File: config.mk
export PLATFORM = sky130hd
export DESIGN_NAME = sd_key_responder
export DESIGN_NICKNAME = d
export VERILOG_FILES = /design/src/rtl/sd_key_pkg.sv /design/src/rtl/sd_key_lfsr.sv /design/src/rtl/sd_key_responder.sv
export SDC_FILE = /design/constraint.sdc
export NUM_CORES = 1
export LEC_CHECK = 0
export CAP_MARGIN = 20
export CELL_PAD_IN_SITES_DETAIL_PLACEMENT = 2
export CELL_PAD_IN_SITES_GLOBAL_PLACEMENT = 2
export CORE_MARGIN = 2
export CORE_UTILIZATION = 32
export DETAILED_ROUTE_END_ITERATION = 8
export GPL_TIMING_DRIVEN = 0
export PLACE_DENSITY_LB_ADDON = 0.05
export SYNTH_ARGS = -nofsm -noshare
export SYNTH_HDL_FRONTEND = slang
export SYNTH_SLANG_ARGS = --single-unit
File: constraint.sdc
create_clock -name clk -period 5.5 [get_ports clk]
set_input_delay 1.65 -clock clk [delete_from_list [all_inputs] [get_ports clk]]
set_output_delay 1.65 -clock clk [all_outputs]
set_load 0.01 [all_outputs]
File: src/rtl/sd_key_pkg.sv
// -----------------------------------------------------------------------------
// sd_key_pkg
// Shared definitions for the serial key responder and the host-side sequencer
// model: unlock FSM state encoding, default protocol constants, and the key bit
// and LFSR step functions.
// -----------------------------------------------------------------------------
package sd_key_pkg;

    typedef enum logic [2:0] {
        ST_U0,
        ST_U1,
        ST_U2,
        ST_U3,
        ST_STREAM
    } state_t;

    localparam int          DEF_FRAME_LEN  = 48;
    localparam logic [15:0] DEF_UNLOCK_SEQ = 16'h28A9;
    localparam logic [5:0]  DEF_LFSR_SEED  = 6'h21;
    localparam logic [3:0]  DEF_ABORT_NIB  = 4'hF;

    // Key bit presented to the host for a given LFSR state.
    function automatic logic key_bit(input logic [5:0] s);
        return s[0] ^ s[3] ^ s[5];
    endfunction

    // One shift of the 6-bit LFSR.
    function automatic logic [5:0] lfsr_next(input logic [5:0] s);
        return {s[4:0], s[5] ^ s[4]};
    endfunction

endpackage

File: src/rtl/sd_key_lfsr.sv
// -----------------------------------------------------------------------------
// sd_key_lfsr
// Holds the 6-bit key LFSR and the registered serial key bit derived from it.
// A load takes priority over a step; both update the key bit on the same edge
// so the output always reflects the state the LFSR is moving to.
// Ports:
//   clk        in   system clock
//   rst        in   synchronous reset, active-high (LFSR <- SEED, bit <- 0)
//   i_load     in   load i_load_val into the LFSR
//   i_load_val in   6-bit value to load
//   i_step     in   advance the LFSR by one shift
//   o_bit      out  registered key bit
// -----------------------------------------------------------------------------
module sd_key_lfsr
    import sd_key_pkg::*;
#(
    parameter logic [5:0] SEED = DEF_LFSR_SEED
) (
    input  logic       clk,
    input  logic       rst,
    input  logic       i_load,
    input  logic [5:0] i_load_val,
    input  logic       i_step,
    output logic       o_bit
);

    logic [5:0] r_lfsr;
    logic [5:0] w_lfsr_step;

    assign w_lfsr_step = lfsr_next(r_lfsr);

    // LFSR state and the key bit that goes with the new state.
    always_ff @(posedge clk) begin
        if (rst) begin
            r_lfsr <= SEED;
            o_bit  <= 1'b0;
        end else if (i_load) begin
            r_lfsr <= i_load_val;
            o_bit  <= key_bit(i_load_val);
        end else if (i_step) begin
            r_lfsr <= w_lfsr_step;
            o_bit  <= key_bit(w_lfsr_step);
        end
    end

endmodule

File: src/rtl/sd_key_responder.sv
// -----------------------------------------------------------------------------
// sd_key_responder
// Responder end of the address-strobed serial key protocol. Host reads of the
// card window carry command nibbles on address bits 7..4; after the four-nibble
// unlock sequence the block streams LFSR-derived key bits, one per host read,
// for FRAME_LEN reads or until the abort nibble is seen.
// Ports:
//   clk, rst            clock, synchronous active-high reset
//   bus_stb             one-cycle pulse per completed host bus cycle
//   bus_sel_n           card select, active low
//   bus_a13, bus_a12    address decode bits (window is a13=0, a12=1)
//   bus_nib             command nibble (address bits 7..4)
//   bus_r_w             1 = read cycle
//   seed_ld, seed_in    seed register load (ignored while streaming)
//   sd_out              registered serial key bit
//   sd_oe, unlocked     high while streaming
//   frame_done          one-cycle pulse when a frame completes
//   bit_cnt             bits consumed in the current frame
// -----------------------------------------------------------------------------
module sd_key_responder
    import sd_key_pkg::*;
#(
    parameter int          FRAME_LEN  = DEF_FRAME_LEN,
    parameter logic [15:0] UNLOCK_SEQ = DEF_UNLOCK_SEQ,
    parameter logic [5:0]  LFSR_SEED  = DEF_LFSR_SEED,
    parameter logic [3:0]  ABORT_NIB  = DEF_ABORT_NIB
) (
    input  logic       clk,
    input  logic       rst,
    input  logic       bus_stb,
    input  logic       bus_sel_n,
    input  logic       bus_a13,
    input  logic       bus_a12,
    input  logic [3:0] bus_nib,
    input  logic       bus_r_w,
    input  logic       seed_ld,
    input  logic [5:0] seed_in,
    output logic       sd_out,
    output logic       sd_oe,
    output logic       unlocked,
    output logic       frame_done,
    output logic [7:0] bit_cnt
);

    localparam logic [7:0] LAST_IDX = 8'(FRAME_LEN - 1);

    state_t     r_state;
    state_t     w_state_next;
    logic [5:0] r_seed;
    logic       r_stream;
    logic       w_acc;
    logic [3:0] w_exp_nib;
    logic       w_enter;
    logic       w_step;
    logic       w_frame_end;
    logic       w_abort;
    logic       w_seed_wr;
    logic [5:0] w_seed_guarded;
    logic [5:0] w_seed_eff;

    assign w_acc = bus_stb & ~bus_sel_n & ~bus_a13 & bus_a12 & bus_r_w;

    // An all-zero seed would lock the LFSR at zero forever.
    assign w_seed_guarded = (seed_in == 6'h00) ? 6'h01 : seed_in;
    assign w_seed_wr      = seed_ld && (r_state != ST_STREAM);
    // A load coinciding with the unlocking read must seed that very frame.
    assign w_seed_eff     = w_seed_wr ? w_seed_guarded : r_seed;

    // State register.
    always_ff @(posedge clk) begin
        if (rst) begin
            r_state <= ST_U0;
        end else begin
            r_state <= w_state_next;
        end
    end

    // Unlock sequence matching and stream control. On a mismatch only the
    // first unlock nibble is considered as a restart point.
    always_comb begin
        w_state_next = r_state;
        w_enter      = 1'b0;
        w_step       = 1'b0;
        w_frame_end  = 1'b0;
        w_abort      = 1'b0;
        case (r_state)
            ST_U1:   w_exp_nib = UNLOCK_SEQ[11:8];
            ST_U2:   w_exp_nib = UNLOCK_SEQ[7:4];
            ST_U3:   w_exp_nib = UNLOCK_SEQ[3:0];
            default: w_exp_nib = UNLOCK_SEQ[15:12];
        endcase
        if (w_acc) begin
            case (r_state)
                ST_U0, ST_U1, ST_U2, ST_U3: begin
                    if (bus_nib == w_exp_nib) begin
                        case (r_state)
                            ST_U0:   w_state_next = ST_U1;
                            ST_U1:   w_state_next = ST_U2;
                            ST_U2:   w_state_next = ST_U3;
                            default: begin
                                w_state_next = ST_STREAM;
                                w_enter      = 1'b1;
                            end
                        endcase
                    end else if (bus_nib == UNLOCK_SEQ[15:12]) begin
                        w_state_next = ST_U1;
                    end else begin
                        w_state_next = ST_U0;
                    end
                end
                ST_STREAM: begin
                    if (bus_nib == ABORT_NIB) begin
                        w_state_next = ST_U0;
                        w_abort      = 1'b1;
                    end else begin
                        w_step = 1'b1;
                        if (bit_cnt == LAST_IDX) begin
                            w_state_next = ST_U0;
                            w_frame_end  = 1'b1;
                        end
                    end
                end
                default: w_state_next = ST_U0;
            endcase
        end
    end

    // Seed register, bit counter, frame pulse and stream-active flag.
    always_ff @(posedge clk) begin
        if (rst) begin
            r_seed     <= LFSR_SEED;
            bit_cnt    <= 8'd0;
            frame_done <= 1'b0;
            r_stream   <= 1'b0;
        end else begin
            if (w_seed_wr) begin
                r_seed <= w_seed_guarded;
            end
            if (w_enter || w_frame_end || w_abort) begin
                bit_cnt <= 8'd0;
            end else if (w_step) begin
                bit_cnt <= bit_cnt + 8'd1;
            end
            frame_done <= w_frame_end;
            r_stream   <= (w_state_next == ST_STREAM);
        end
    end

    assign sd_oe    = r_stream;
    assign unlocked = r_stream;

    sd_key_lfsr #(
        .SEED(LFSR_SEED)
    ) u_lfsr (
        .clk        (clk),
        .rst        (rst),
        .i_load     (w_enter),
        .i_load_val (w_seed_eff),
        .i_step     (w_step),
        .o_bit      (sd_out)
    );

endmodule

# == Yosys cells after proc, flatten, opt, wreduce, memory -nomap -nowiden ==
# Cells that the tools add are included.
# word_totals
regBits,26
output_inout_bits,12
# classes
n_addsub,1
n_eq_ne,10
muxes,28
n_bitwise,11
reduce_logical,9
# ops
operator,count
two-way mux 6 bit,4
two-way mux 1 bit,17
two-way mux 3 bit,4
case mux 4 bit (3 select lines),1
case mux 3 bit (3 select lines),1
"adder 8 x 1 -> 8 bit, second input constant",1
"equality test 8 x 6 -> 1 bit, second input constant",1
"equality test 3 x 2 -> 1 bit, second input constant",2
"equality test 3 bit, second input constant",2
zero test 6 bit,1
case mux 3 bit (2 select lines),1
bitwise XOR 1 bit,5
AND 1 bit,4
"equality test 4 x 2 -> 1 bit, second input constant",1
equality test 4 bit,1
"equality test 4 bit, second input constant",1
OR reduction 4 bit,1
"equality test 3 x 1 -> 1 bit, second input constant",1
zero test 3 bit,1
"!= test 3 bit, second input constant",1
OR reduction 3 bit,1
logical OR 1 bit,2
inverter 1 bit,2
nonzero test 2 bit,1
other kinds (2),2

# == Depth between registers and ports, before layout ==
# Gate-level depths: netlist (run 1).
# logic_depth
word_depth,9
ltp_mapped,6
ltp_nobuf,5

# == Hierarchy ==
# From an unflattened synthesis (run 1), not the netlist that was laid out.
# hier_totals
cells_unflattened,144
area_unflattened_um2,1340.0
# by_module_without_submodules
mod,instances,cells_per_inst,area_per_inst_um2,seq_area_each_um2
sd_key_responder,1,109,978.4,380.4
sd_key_lfsr,1,35,361.6,140.1

# == Least setup slack after synthesis (run 1) ==
# OpenSTA, ideal clock, no wires.
# synth_path
path_kind,in2reg
start,input bus_a13
end,register u_lfsr.r_lfsr[0]
setup_ns,0.120
arrival_time_ns,3.056
t_required_ns,5.380
path_slack_ns,2.325
stages,6
n_path_buf,2
path_cell_list,nor4bb_1 -> buf_2 -> and4_1 -> buf_2 -> mux2_2 -> a211o_1
# synth_between
elab_chain_len,6
word_cells_on_any_way,8
# synth_rtl
element,line_no,source
"start, declared",sd_key_responder.sv:32,"input logic bus_a13,"
inverter 1 bit (*),sd_key_responder.sv:61,assign w_acc = bus_stb & ~bus_sel_n & ~bus_a13 & bus_a12 & bus_r_w;
AND 1 bit (*) (3 in series),sd_key_responder.sv:61,
two-way mux 1 bit,sd_key_responder.sv:92,if (w_acc) begin
two-way mux 6 bit / nonzero test 2 bit (equally long branches),-,
"end signal, assigned",sd_key_lfsr.sv:38,r_lfsr <= i_load_val;
"end signal, assigned",sd_key_lfsr.sv:41,r_lfsr <= w_lfsr_step;
"end, declared",sd_key_lfsr.sv:27,logic [5:0] r_lfsr;
# Every way passes the cells marked *; elsewhere a longest branch is shown, timed or not.
# A chain may end at the register's enable or synchronous reset.

# == Worst setup path after layout (run 1) ==
# layout_path
start,input bus_stb
end,register u_lfsr.r_lfsr[0]
# layout_between
elab_chain_len,6
word_cells_on_any_way,8
# layout_rtl
element,line_no,source
"start, declared",sd_key_responder.sv:30,"input logic bus_stb,"
AND 1 bit (*) (4 in series),sd_key_responder.sv:61,
two-way mux 1 bit,sd_key_responder.sv:92,
two-way mux 6 bit / nonzero test 2 bit (equally long branches),-,
# Marks and branches as above.

==> results by stage, run 1 <==
Status:
- The run finished with clean final reports.

Hold path:
- The min-delay analysis places its worst path in the category reg -> reg.

Pwr:
- The combinational power share is a little under a tenth.
- The share of total power dissipated in sequential elements is 49.2%.
- Cell internal power was estimated by the tool at 0.000306 W.
- The worst ir drop on vdd is 0.0920 mV.
- The switching share of power is 21.8%.
- The net switching power is 0.0000851 W.
- Power spread over the standard cell area amounts to 221 nW/um^2.
- For this design the static power due to leakage is 0.613 nW.
- The clock network fraction of total power is 41.8%.

Logic synthesis:
- Sorting the synthesized cells by area gives the leading types as sky130_fd_sc_hd__dfxtp_1 38%, sky130_fd_sc_hd__a21oi_1 5.9%, sky130_fd_sc_hd__nand3_1 4.4%, sky130_fd_sc_hd__nand2_1 3.9%, sky130_fd_sc_hd__o21ai_0 2.9%.
- The gate count of the mapped netlist is around 150.
- The most common cell in the synthesized netlist is sky130_fd_sc_hd__dfxtp_1.
- By count the netlist is led by 26 x sky130_fd_sc_hd__dfxtp_1, 16 x sky130_fd_sc_hd__a21oi_1, 14 x sky130_fd_sc_hd__nand2_1.
- In this run, synthesis produced a sequential element count of 26.
- The largest area contributor in the synthesized netlist is sky130_fd_sc_hd__dfxtp_1.
- The mean cell area of the mapped netlist is 8.89 sq um.
- The most used flip-flop cell after synthesis is sky130_fd_sc_hd__dfxtp_1.
- The share of flip-flops with an asynchronous set or reset after synthesis is 0%.
- The part of the Yosys area used for sequential elements is 38.3%.
- Synthesis instantiated 44 different standard cells from the library.
- The number of enable flip-flop cells after synthesis is 0.
- The warning count from the yosys run is 0.
- The synthesized design devotes to its leading area cell type 38.3% of total area.
- The summed instance area of the synthesized netlist is 1360 sq um.
- The number of nets in the synthesized netlist is 172.

Timing:
- The remaining max-slew budget at the tightest pin is 67.9%.
- Setup violations remaining at the end of the flow were counted as 0.
- Between clock sinks in the finished design, the worst skew comes to 0.00191 ns.
- The maximum clock rate is 282 MHz.
- The final-report hold violation count is 0.
- Setup repair after global routing left no endpoint under its margin.
- At the pin with the least slew margin, the transition time is 0.482 ns.
- The final cycle utilization of the critical path is 64.5%.
- Hold timing on the final database bottoms out at a slack of 0.483 ns.
- The minimum clock period is 3.55 ns.
- The post-route setup TNS is 0 ns.
- The number of max-slew violations in the final report was 0.

Layout:
- The layout has 445 filler cells.
- The fraction of final layout cells sized beyond drive strength 1 is 8.70%.
- The net count of the finished layout is 204.
- Relative to the synthesized area, the layout overhead comes to 29.7%.
- Once layout is complete, the cells apart from fillers number 234.
- 0 antenna diodes ended up in the layout.
- The utilization after layout is between 40% and 50%.
- Across the whole layout, storage elements account for 520 sq um.
- The area taken by multi-input logic gates is 783 sq um.

Worst setup path:
- Along the worst path, the maximum fanout reaches 9.
- The slowest stage of the critical path belongs to the cell sky130_fd_sc_hd__clkdlybuf4s50_1.
- The largest single stage delay on the critical path is between 0.4 and 0.5 ns.
- Data on the critical path is required at its endpoint by around 5.7 ns.
- Walking the worst path, the cells encountered are clkdlybuf4s50_1 -> nor4bb_1 -> buf_2 -> and4_1 -> buf_2 -> mux2_2 -> a211o_1.
- The worst setup path is captured at a register.
- The cell repeated most along the worst path is sky130_fd_sc_hd__buf_2.
- The category of the worst setup path launch point is a primary input.
- The arrival time at the worst endpoint is ~3.7 ns.
- The type of the worst setup path is in -> reg.

Place:
- The congestion estimate from routability-driven global placement came to 0.813.
- The cell count after placement is 230.
- The detailed-placement wirelength estimate is approximately 3100 um.
- In this run the tool buffered the top-level ports with 27 buffer cells.

Global routing:
- The remaining global-route overflow is 0.
- The via count of the first global-routing pass is 1364.
- The first global-routing pass estimated 6760 um of wire.
- Entering global routing, the biggest net connects 16 pins.
- The number of antenna violations at the first check in global routing was 0.
- The overall track demand over capacity in global routing is 17.0%.

Routing:
- In this run the remaining antenna-violating nets after routing total 0.
- The routed via count divided by cell count is 5.60.
- The final layout contains routed wiring with a total length of between 4000 and 5000 um.
- The first routing iteration left 34 violations.
- The count of unresolved DRC violations after routing is 0.
- In the final routed layout, each cell accounts on average for 17.8 um.
- The first-pass iteration count of the detailed router is 4.
- For this block, the via count after detailed routing is 1310.

Clock network:
- Clock tree synthesis inserted a total of 3 buffers.
- The clock transition at the register clock pins on the worst setup and hold paths after CTS is approximately 0.1 ns.
- CTS built an H-tree with a depth of 1.
- The clock net in this run drives a total of 26 sinks.
- The clock reaches the later pin of the worst-skew pair after 0.27 ns.
- The TritonCTS clock tree is yes.
- The number of gates resized after CTS was 0.
- The root buffer cell chosen for the clock tree is sky130_fd_sc_hd__clkbuf_8.
- Buffers inserted to repair hold after CTS numbered 0.
- The setup fix buffers added after clock tree synthesis is 0.
- The clock tree buffer depth is 2.

Floorplan:
- The count of standard-cell rows is 23.
- The die height is 69.2 um.
- The initial utilization of the core area, before any placement, comes to approximately a third.
- The die covers 4790 sq um.
- The boundary pin count is 30.
- The die is between 60 and 70 um wide.
- The core region is 4060 sq um.

Flow run:
- Max-cap violations in this run came to 0.
==> sequential cells by signal, indices dropped and copies added, names as in the netlist <==
| signal | count |
|---|---|
| bit_cnt | 8 |
| frame_done | 1 |
| r_seed | 6 |
| r_state | 3 |
| sd_oe | 1 |
| u_lfsr.o_bit | 1 |
| u_lfsr.r_lfsr | 6 |
==> power groups by stage <==
| stage | Sequential [W] | Clock, W | Combinational [W] |
|---|---|---|---|
| global placement | 0.000196 | 0 | 0.0000342 |
| floorplan | 0.000196 | 0 | 0.0000165 |
| CTS | 0.000192 | 0.000167 | 0.0000359 |
| detailed placement | 0.000196 | 0 | 0.0000354 |
| finish | 0.000192 | 0.000163 | 0.0000354 |
| global route | 0.000192 | 0.000176 | 0.0000389 |
==> area by class of cell <==
cell class	instances	area share, %
multi-input combinational	114	44.4
sequential	26	29.5
timing repair buffer	27	15.3
tap	50	3.55
clock buffer	3	2.34
buffer	9	2.34
clock inverter	1	1.70
inverter	4	0.851
==> cell families after synthesis <==
| group | share of synthesized area [%] |
|---|---|
| adders and majority gates | 0.920 |
| and+or+nand+nor | 25.7 |
| buffers and inverters | 4.14 |
| AOI/OAI and AO/OA | 24.2 |
| xor gates and xnor gates | 4.51 |
| muxes | 2.30 |
| DFF | 38.3 |
==> routing by layer <==
| layer | vias to the layer above | global-route usage, % | part of all wire (%) |
|---|---|---|---|
| met4 | 0 | 3.92 | 0.67 |
| met2 | 23 | 31.1 | 51 |
| li1 | 637 | - | - |
| met5 | - | 0 | 0 |
| met1 | 646 | 20.9 | 45 |
| met3 | 4 | 2.62 | 3.0 |
==> layout by cell type, fill, tap and decap left out, drive strengths merged, types with 4 or more instances in the layout <==
cell and count:
inv 4, nand2 14, clkbuf 9, dfxtp 26, a31oi 5, or3 4, nand3 12, nand4 4
a21oi 16, clkdlybuf4s50 27, xor2 4, o21ai 8, a21o 4
==> worst paths after layout <==
path | start | end | slack, ns | cells past startpoint
setup reg to reg | r_state[2] | u_lfsr.r_lfsr[0] | 3.38 | 5
hold / removal | u_lfsr.r_lfsr[0] | u_lfsr.r_lfsr[1] | 0.48 | 2
hold reg to reg | u_lfsr.r_lfsr[0] | u_lfsr.r_lfsr[1] | 0.48 | 2
setup / recovery | bus_stb | u_lfsr.r_lfsr[0] | 1.95 | 7
==> per-stage QoR <==
step | setup slack [ns] | total power, W | cell area [sq um]
after floorplan | 2.32 | 0.000213 | 1360
after global placement | 1.73 | 0.000231 | 1690
after detailed placement | 1.70 | 0.000232 | 1690
after CTS | 1.95 | 0.000395 | 1760
after global routing | 1.81 | 0.000407 | 1760
final | 1.95 | 0.000391 | 1760
==> critical path, delay by kind of cell <==
kind                   cells  cell delay (ns)
buffers and inverters      3             0.95
multiplexers               1             0.36
AND/OR/NAND/NOR            2             0.49
AO/OA/AOI/OAI              1             0.28
Note: power is estimated with default switching activity, not from simulation.
==> inputs of run 2 (changes only) <==
Settings changed: CORE_UTILIZATION 32 to 29.
Clock period 5.5 ns to 3.7 ns, I/O delays scaled along.
==> results by stage, run 2 (same netlist as run 1, synthesis figures left out) <==
Status:
- The run finished with clean final reports.

Clock network:
- After clock tree synthesis, the clock-pin slew on the worst setup and hold paths is approximately 0.10 ns.
- The clock tree buffer depth is 2.
- In this run, post-CTS repair resized a total of 0 instances.
- The total clock buffers created by CTS is 3.
- After clock tree synthesis, the flow added hold-fix buffers numbering 0.
- The setup fix buffers added after clock tree synthesis is 0.
- CTS built an H-tree with a depth of 1.
- The TritonCTS clock tree is yes.
- The clock net in this run drives a total of 26 sinks.
- The insertion delay to the later sink of the worst-skew pair is about 0.27 ns.
- The root buffer selected by CTS is sky130_fd_sc_hd__clkbuf_8.

Timing:
- For the final database, setup skew stands at 0.00285 ns.
- The final cycle utilization of the critical path is 80.7%.
- Setup repair after global routing left no endpoint under its margin.
- Setup violations remaining at the end of the flow were counted as 0.
- The number of max-slew violations in the final report is 0.
- After layout, the minimum clock period comes to 2.99 ns.
- The remaining max-slew budget at the tightest pin is 67.3%.
- The maximum clock rate is 335 MHz.
- For the pin with the worst max-slew slack, the measured transition is 0.490 ns.
- In the final timing run, aggregate negative setup slack is 0 ns.
- The final-report hold violation count is 0.

Layout:
- The repair_antennas step left the layout with diodes totalling 0.
- The number of flip-flops under the largest register name is 8.
- The net count of the finished layout is about 200.
- In the final layout, the share of cells above drive strength 1 is between 8 and 9%.
- The largest registers in the layout are bit_cnt x8, r_seed x6, u_lfsr.r_lfsr x6.
- In the layout the commonest cells are 27 x sky130_fd_sc_hd__clkdlybuf4s50_1, 26 x sky130_fd_sc_hd__dfxtp_1, 16 x sky130_fd_sc_hd__a21oi_1.
- Counting flops per register, the top entry is bit_cnt.
- After routing the design area is 1750 sq um.
- In the final layout, the multi-input gates occupy just under 800 sq um.
- The area of all sequential standard cells is 520 sq um.
- Fill cells in the final layout number roughly 500.
- Compared with the post-synthesis result, the final layout area differs by 28.7%.
- The commonest non-fill, non-tap cell in the layout is sky130_fd_sc_hd__clkdlybuf4s50_1.

Pwr:
- The worst ir drop on vdd is about 0.12 mV.
- For this design the ratio of total power to cell area is 301 nW/um^2.
- The static power due to leakage is around 0.6 nW.
- The overall power after layout is between 0.0005 and 0.0006 W.

Routing:
- The mean routed wirelength per cell is between 15 and 20 um.
- Wires add up to 3980 um.
- After detailed routing, the number of remaining DRC violations is 0.
- After the first detailed-routing iteration, the DRC count stood at 70.
- The routed via count divided by cell count is 5.50.
- The first-pass iteration count of the detailed router is 4.
- The overall via count from detail_route is around 1300.
- The post-route antenna net violation count is 0.

Floorplan:
- The initial utilization of the core area, before any placement, comes to 30.6%.
- The die extent in x is 72.5 um.
- The die covers about 5300 sq um.
- The count of standard-cell rows is 24.
- The floorplan step set the die height to 72.5 um.
- The boundary pin count is 30.
- The core outline area is 4440 sq um.

Global routing:
- The via count of the first global-routing pass is 1360.
- Entering global routing, the biggest net connects 15 pins.
- The number of antenna violations at the first check in global routing was 0.
- The first-pass GRT wire length is a little under 7000 um.
- After global routing the overflow that remains totals 0.
- The overall track demand over capacity in global routing is around 17%.

Worst setup path:
- STA classifies the critical path endpoint as a register.
- In this design, the critical path's most frequently occurring cell is sky130_fd_sc_hd__buf_2.
- Data arrives at the worst endpoint at 3.16 ns.
- The critical path goes through clkdlybuf4s50_1 -> nor4bb_1 -> buf_2 -> and4_1 -> buf_2 -> mux2_2 -> a211o_1.
- The maximum net fanout on the critical path is 9.
- The cell family contributing the most delay on the critical path is buffers and inverters.
- The data required time at the worst endpoint is 3.87 ns.
- The category of the worst setup path launch point is a primary input.
- For this run, the slowest stage of the critical path takes approximately 0.45 ns.
- On the critical path, the stage with the largest delay is an instance of sky130_fd_sc_hd__clkdlybuf4s50_1.
- The critical path is of the in -> reg type.
- The count of buffering cells on the critical path with inverters included is 3.

Place:
- The detailed-placement wirelength estimate is 3070 um.
- Input and output buffers added on the ports amount to 27.
- In this run the cell area measured after placement is 1700 sq um.
- The congestion estimate from routability-driven global placement came to around 0.81.

Hold path:
- The class of the most critical hold timing path is reg -> reg.

Flow run:
- The number of max-cap violations is 0.
[run 2: power by group]
group          internal, W  switching, W
registers         0.000283    0.00000193
clock network    0.0000952     0.0000934
logic            0.0000259     0.0000265
total             0.000404      0.000122
[run 2: stage by stage]
step / utilization, % / std cells / setup slack (ns) / hold slack (ns)
after floorplan: - / 153 / 1.06 / 0.444
after global placement: 38.1 / 232 / 0.460 / 0.469
after detailed placement: 38.1 / 232 / 0.430 / 0.478
after CTS: 39.4 / 236 / 0.711 / 0.492
after global routing: 39.4 / 236 / 0.554 / 0.507
final: 39.4 / 236 / 0.715 / 0.490
[run 2: path summary, 6_finish.rpt]
path                          from          endpoint  slack, ns  cells after the start
setup / recovery           bus_stb  u_lfsr.r_lfsr[0]       0.71                      7
hold / removal    u_lfsr.r_lfsr[0]  u_lfsr.r_lfsr[1]       0.49                      2
setup reg to reg        r_state[2]  u_lfsr.r_lfsr[0]       1.60                      5
hold reg to reg   u_lfsr.r_lfsr[0]  u_lfsr.r_lfsr[1]       0.49                      2
[run 2: tightest hold or removal path: cells and delay by family, from the launching register on]
| family | cells | cell delay [ns] |
|---|---|---|
| compound gates | 1 | 0.06 |
| simple gates | 1 | 0.06 |
| flops | 1 | 0.32 |
[run 2: cell type report]
type	instances	area share, %
multi-input combinational	114	44.7
clock buffer	4	3.15
inverter	4	0.858
sequential	26	29.7
buffer	9	2.36
timing repair buffer	27	15.4
tap	52	3.72
[run 2: routing by layer]
layer | share of wire (%) | up-vias | GRT usage, %
met5 | 0 | - | 0
met1 | 48 | 635 | 21.0
met4 | 0.63 | 0 | 3.91
met2 | 49 | 24 | 29.5
met3 | 3.1 | 4 | 2.36
li1 | - | 635 | -
==> inputs of run 3 (changes only) <==
Clock period 3.7 ns to 3 ns, I/O delays scaled along.
==> results of run 3 <==
The final DEF is identical to that of run 2. Status: completed.
Main changes from that run: setup slack after placement 0.430 ns -> -0.0601 ns; setup slack after layout 0.715 ns -> 0.225 ns; register-to-register setup slack 1.60 ns -> 0.90 ns; total power 0.000526 W -> 0.000649 W; worst IR drop on VDD 0.116 mV -> 0.143 mV
==> RTL edit 1, RTL diff (config.mk and constraints of run 3) <==
One comparison of `bit_cnt` changes from == to >=.
--- a/src/rtl/sd_key_responder.sv
+++ b/src/rtl/sd_key_responder.sv
@@ -115,5 +115,5 @@
                     end else begin
                         w_step = 1'b1;
-                        if (bit_cnt == LAST_IDX) begin
+                        if (bit_cnt >= LAST_IDX) begin
                             w_state_next = ST_U0;
                             w_frame_end  = 1'b1;
Behaviour: no difference found for any inputs over 10 cycles, from zero or initial values and one cycle with rst high; that may be too few to reach the edited logic, so the function may still have changed.
==> RTL edit 1 against run 3 <==
Synthesized area is 4.7% higher. Largest cell class unchanged. Final cell count is 12% higher. Cell area is 7.1% higher. Hold slack better by 11 ps. Fmax is 2.2% lower. Setup slack worse by 61 ps. Clock skew is 0.86 ps lower. Highest routed layer unchanged. Via count is 9.3% higher. Sequential cell count stayed put. Combinational power is 28% higher. Total power is 14% higher. Routed wire length is 18% higher. Synthesized cell count is 6.5% higher. Count of clock-buffer cells in the layout is 1 lower.
==> RTL edit 1: results (changes against run 3) <==
status -> finished, final reports clean
initial DRC count -> 79 (+13%)
Reg power frac -> 47.9% (-6.3 points)
first-pass GRT wire length -> 7.955 mm (+15%)
placed instance area -> 1798 sq um (+6.1%)
gpl congestion -> 0.7738 (-4.6%)
period utilization -> 94.55% (+2.0 points)
Routed WL -> 4.701 mm (+18%)
skew final -> 1.983 ps (-0.8648 ps)
Clock Power Share -> 40.9% (+5.1 points)
Via-to-Cell Ratio -> 5.375 (-2.3%)
met2 Use GR -> 32.64% (+3.2 points)
Synth warnings -> 0 (unchanged)
final HPWL from detailed placement -> 3.667 mm (+20%)
sw frac -> 22.66% (-0.48 points)
WP data arrival -> 3010 ps (+60 ps)
H-tree depth -> 1 (unchanged)
synth cell count leaders -> 26 x dfxtp_1, 14 x a21oi_1, 13 x nand3_1
max incr delay on CP -> 490 ps (+40 ps)
I/O Buffers -> 29 (+7.4%)
Synth Net Count -> 182 (+5.8%)
count of cell types in the netlist -> 48 (+9.1%)
Slew headroom -> 53.16% (-14 points)
hold slack -> 501.2 ps (+11.49 ps)
Multi-input gate area -> 809.5 sq um (+3.4%)
reg2reg setup slack -> 790 ps (-110 ps)
vias in the first global route -> 1552 (+14%)
leak pwr -> 0.6264 nW (+3.4%)
Place WS -> -178.7 ps (-118.6 ps)
maximum vdd drop -> 127.4 uV (-11%)
met3 Usage GRT -> 2.033% (-0.33 points)
largest net degree at the start of global routing -> 16 (+1)
grt met1 use -> 24.77% (+3.8 points)
final-stage net count -> 217 (+6.4%)
Fillers -> 540 (+5.7%)
Global Route Usage Sum -> 18.78% (+2.3 points)
Power, Total -> 736.9 uW (+14%)
share of cells above drive strength 1 -> 10.15% (+1.5 points)
Syn Area/Cell -> 8.735 sq um (-1.7%)
RTL edit 1: per-layer routing:
| layer | share of wire (%) | up-vias |
|---|---|---|
| met5 | 0 | - |
| met4 | 0.89 | 0 |
| met3 | 1.6 | 4 |
| met2 | 51 | 16 |
| met1 | 47 | 711 |
| li1 | - | 688 |
RTL edit 1: cell type report:
cell class	count	share of cell area (%)
multi-input cells	118	43.19
flip-flops and latches	26	27.77
repair buffers	30	15.75
well taps	67	4.473
plain buffers	9	3.004
clock buffers	3	2.203
inverters	10	2.003
clock inverters	1	1.602
RTL edit 1: path summary, 6_finish.rpt:
path,from,endpoint,cells after the start
worst min-delay path,bit_cnt[7]$_SDFFE_PP0P_,bit_cnt[7]$_SDFFE_PP0P_,2
worst min register to register,bit_cnt[7]$_SDFFE_PP0P_,bit_cnt[7]$_SDFFE_PP0P_,2
worst max-delay path,bus_nib[2],bit_cnt[2]$_SDFFE_PP0P_,7
worst max register to register,r_state[0]$_SDFF_PP0_,bit_cnt[2]$_SDFFE_PP0P_,7
RTL edit 1: logic make-up (layout without fill, tap and decap cells):
| group | Yosys count | count (layout) | synth area share [%] |
|---|---|---|---|
| DFF | 26 | 26 | 36.56 |
| and+or+nand+nor | 58 | 58 | 24.87 |
| AOI/OAI and AO/OA | 48 | 48 | 23.02 |
| adders and majority gates | 1 | 1 | 0.8786 |
| xor gates and xnor gates | 8 | 8 | 5.887 |
| buffers and inverters | 19 | 53 | 6.590 |
| muxes | 3 | 3 | 2.197 |
RTL edit 1: worst min-delay path: stages, from the launching register on:
cell and delay, ps:
dfxtp_1 350, inv_1 60, a21oi_1 50
==> RTL edit 2, RTL diff (settings of run 3) <==
Made on the original files. The package constant `DEF_FRAME_LEN` goes from 48 to 36.
--- a/src/rtl/sd_key_pkg.sv
+++ b/src/rtl/sd_key_pkg.sv
@@ -15,5 +15,5 @@
     } state_t;
 
-    localparam int          DEF_FRAME_LEN  = 48;
+    localparam int          DEF_FRAME_LEN  = 36;
     localparam logic [15:0] DEF_UNLOCK_SEQ = 16'h28A9;
     localparam logic [5:0]  DEF_LFSR_SEED  = 6'h21;
Function: no difference found for any inputs over 10 cycles, from zero or initial values and one cycle with rst high; that may be too few to reach the edited logic, so the function may still have changed.
==> RTL edit 2 against run 3 <==
Routed wire length is 15% higher. Setup slack worse by 100 ps. Die area rose by 6.5%. First-iteration DRC count is 20% lower. Sequential cell count unchanged. Cell area up 8.6%. Synthesized area increased by 6.9%. Total power grew 14%. Fmax decreased by 3.6%. Highest routed layer unchanged.
==> RTL edit 2: results (changes against run 3) <==
ranking of synthesized cells by area -> dfxtp_1 36%, a21oi_1 4.5%, nand2_1 3.4%
comb_multi_in -> 126 (+11%)
gpl congestion -> 0.7678 (-5.3%)
placed insts -> 260 (+12%)
Die Wd -> 74.81 um (+3.2%)
clock buffer count from CTS -> 3 (unchanged)
Max Freq -> 0.3472 GHz (-3.6%)
WP data arrival -> 3050 ps (+100 ps)
Seq/Total Area, Yosys -> 35.80% (-2.5 points)
reg2reg setup slack -> 630 ps (-270 ps)
initial DRC count -> 56 (-20%)
I/O Buffers -> 28 (+3.7%)
Cells after Synth -> 165 (+7.8%)
Global Route Usage Sum -> 17.53% (+1.0 points)
hold_sp -> u_lfsr.r_lfsr[3]$_SDFFE_PP0P_
Clock Power -> 300 uW (+29%)
sw frac -> 22.58% (-0.56 points)
Slowest cell on crit path -> or4_4
vias in the first global route -> 1554 (+14%)
max incr delay on CP -> 500 ps (+50 ps)
Worst-Margin Slew -> 652.9 ps (+162.7 ps)
FF-to-FF path depth -> 6 (+1)
Fillers -> 552 (+8.0%)
Combinational Power Share -> 11.3% (+1.4 points)
Critical R2R Launch -> bit_cnt[0]$_SDFFE_PP0P_
hold slack -> 486.7 ps (-3.043 ps)
Power, Total -> 739.6 uW (+14%)
num sequential -> 26 (unchanged)
Critical Path Sink -> bit_cnt[1]$_SDFFE_PP0P_
CP Launch Point -> bus_nib[1]
Worst Hold Endpoint -> u_lfsr.r_lfsr[4]$_SDFFE_PP0P_
Worst-Skew Late Latency -> 270 ps (about the same)
Repair and plain buffers -> 37 (+2.8%)
final HPWL from detailed placement -> 3.494 mm (+14%)
first-pass GRT wire length -> 7.514 mm (+8.7%)
count of cell types in the netlist -> 50 (+14%)
status -> finished, final reports clean
Place WS -> -434.0 ps (-373.9 ps)
skew final -> 4.177 ps (+1.329 ps)
Inverters -> 5 (+1)
Synth Net Count -> 184 (+7.0%)
synth cell count leaders -> 26 x dfxtp_1, 13 x a21oi_1, 13 x nand2_1
quantity of gates resized following cts -> 1 (+1)
Via-to-Cell Ratio -> 5.457 (-0.79%)
share of cells above drive strength 1 -> 8.586% (-0.11 points)
Final non-clock buffer share -> 17.38% (-0.42 points)
CP delay by family, top -> simple AND/OR/NAND/NOR gates
final-stage net count -> 218 (+6.9%)
leak pwr -> 0.5950 nW (-1.8%)
placed instance area -> 1818 sq um (+7.2%)
ClkCell Share -> 3.752% (+0.61 points)
maximum vdd drop -> 155.9 uV (+9.4%)
largest net degree at the start of global routing -> 16 (+1)
CP Max Fanout -> 10 (+1)
final cell count without fillers -> 265 (+12%)
Multi-input gate area -> 875.8 sq um (+12%)
Routed WL -> 4.577 mm (+15%)
Area growth syn-to-layout -> 30.72%
## RTL edit 2: cell types whose count changed in the layout (fill, tap and decap cells not counted), sizes merged, moves of 2 or more
cell    change
o21a        +4
or4         +4
a21boi      +3
a21oi       -3
and3        +3
nand3       -3
nand4b      +2
nor2        +2
nor4b       +2
o31ai       +2
or3         -2
## RTL edit 2: layer usage
metal,vias up,wire length [um],track usage [%]
met5,-,0,0
met1,726,1968,19.77
met3,2,94,2.008
li1,701,-,-
met4,0,26,3.571
met2,17,2487,35.00
## RTL edit 2: tightest hold or removal path, stage by stage, from the launching register on
cell	delay (ps)
dfxtp_1	320
nand2_1	50
a31oi_1	60
## RTL edit 2: kinds of logic after synthesis
group	share of synthesized area, %
flip-flops	35.80
AO/OA/AOI/OAI	26.42
adder cells (fa/ha/maj)	0.8604
AND/OR/NAND/NOR	26.94
buffers and inverters	4.388
multiplexers	1.377
XOR/XNOR	4.217
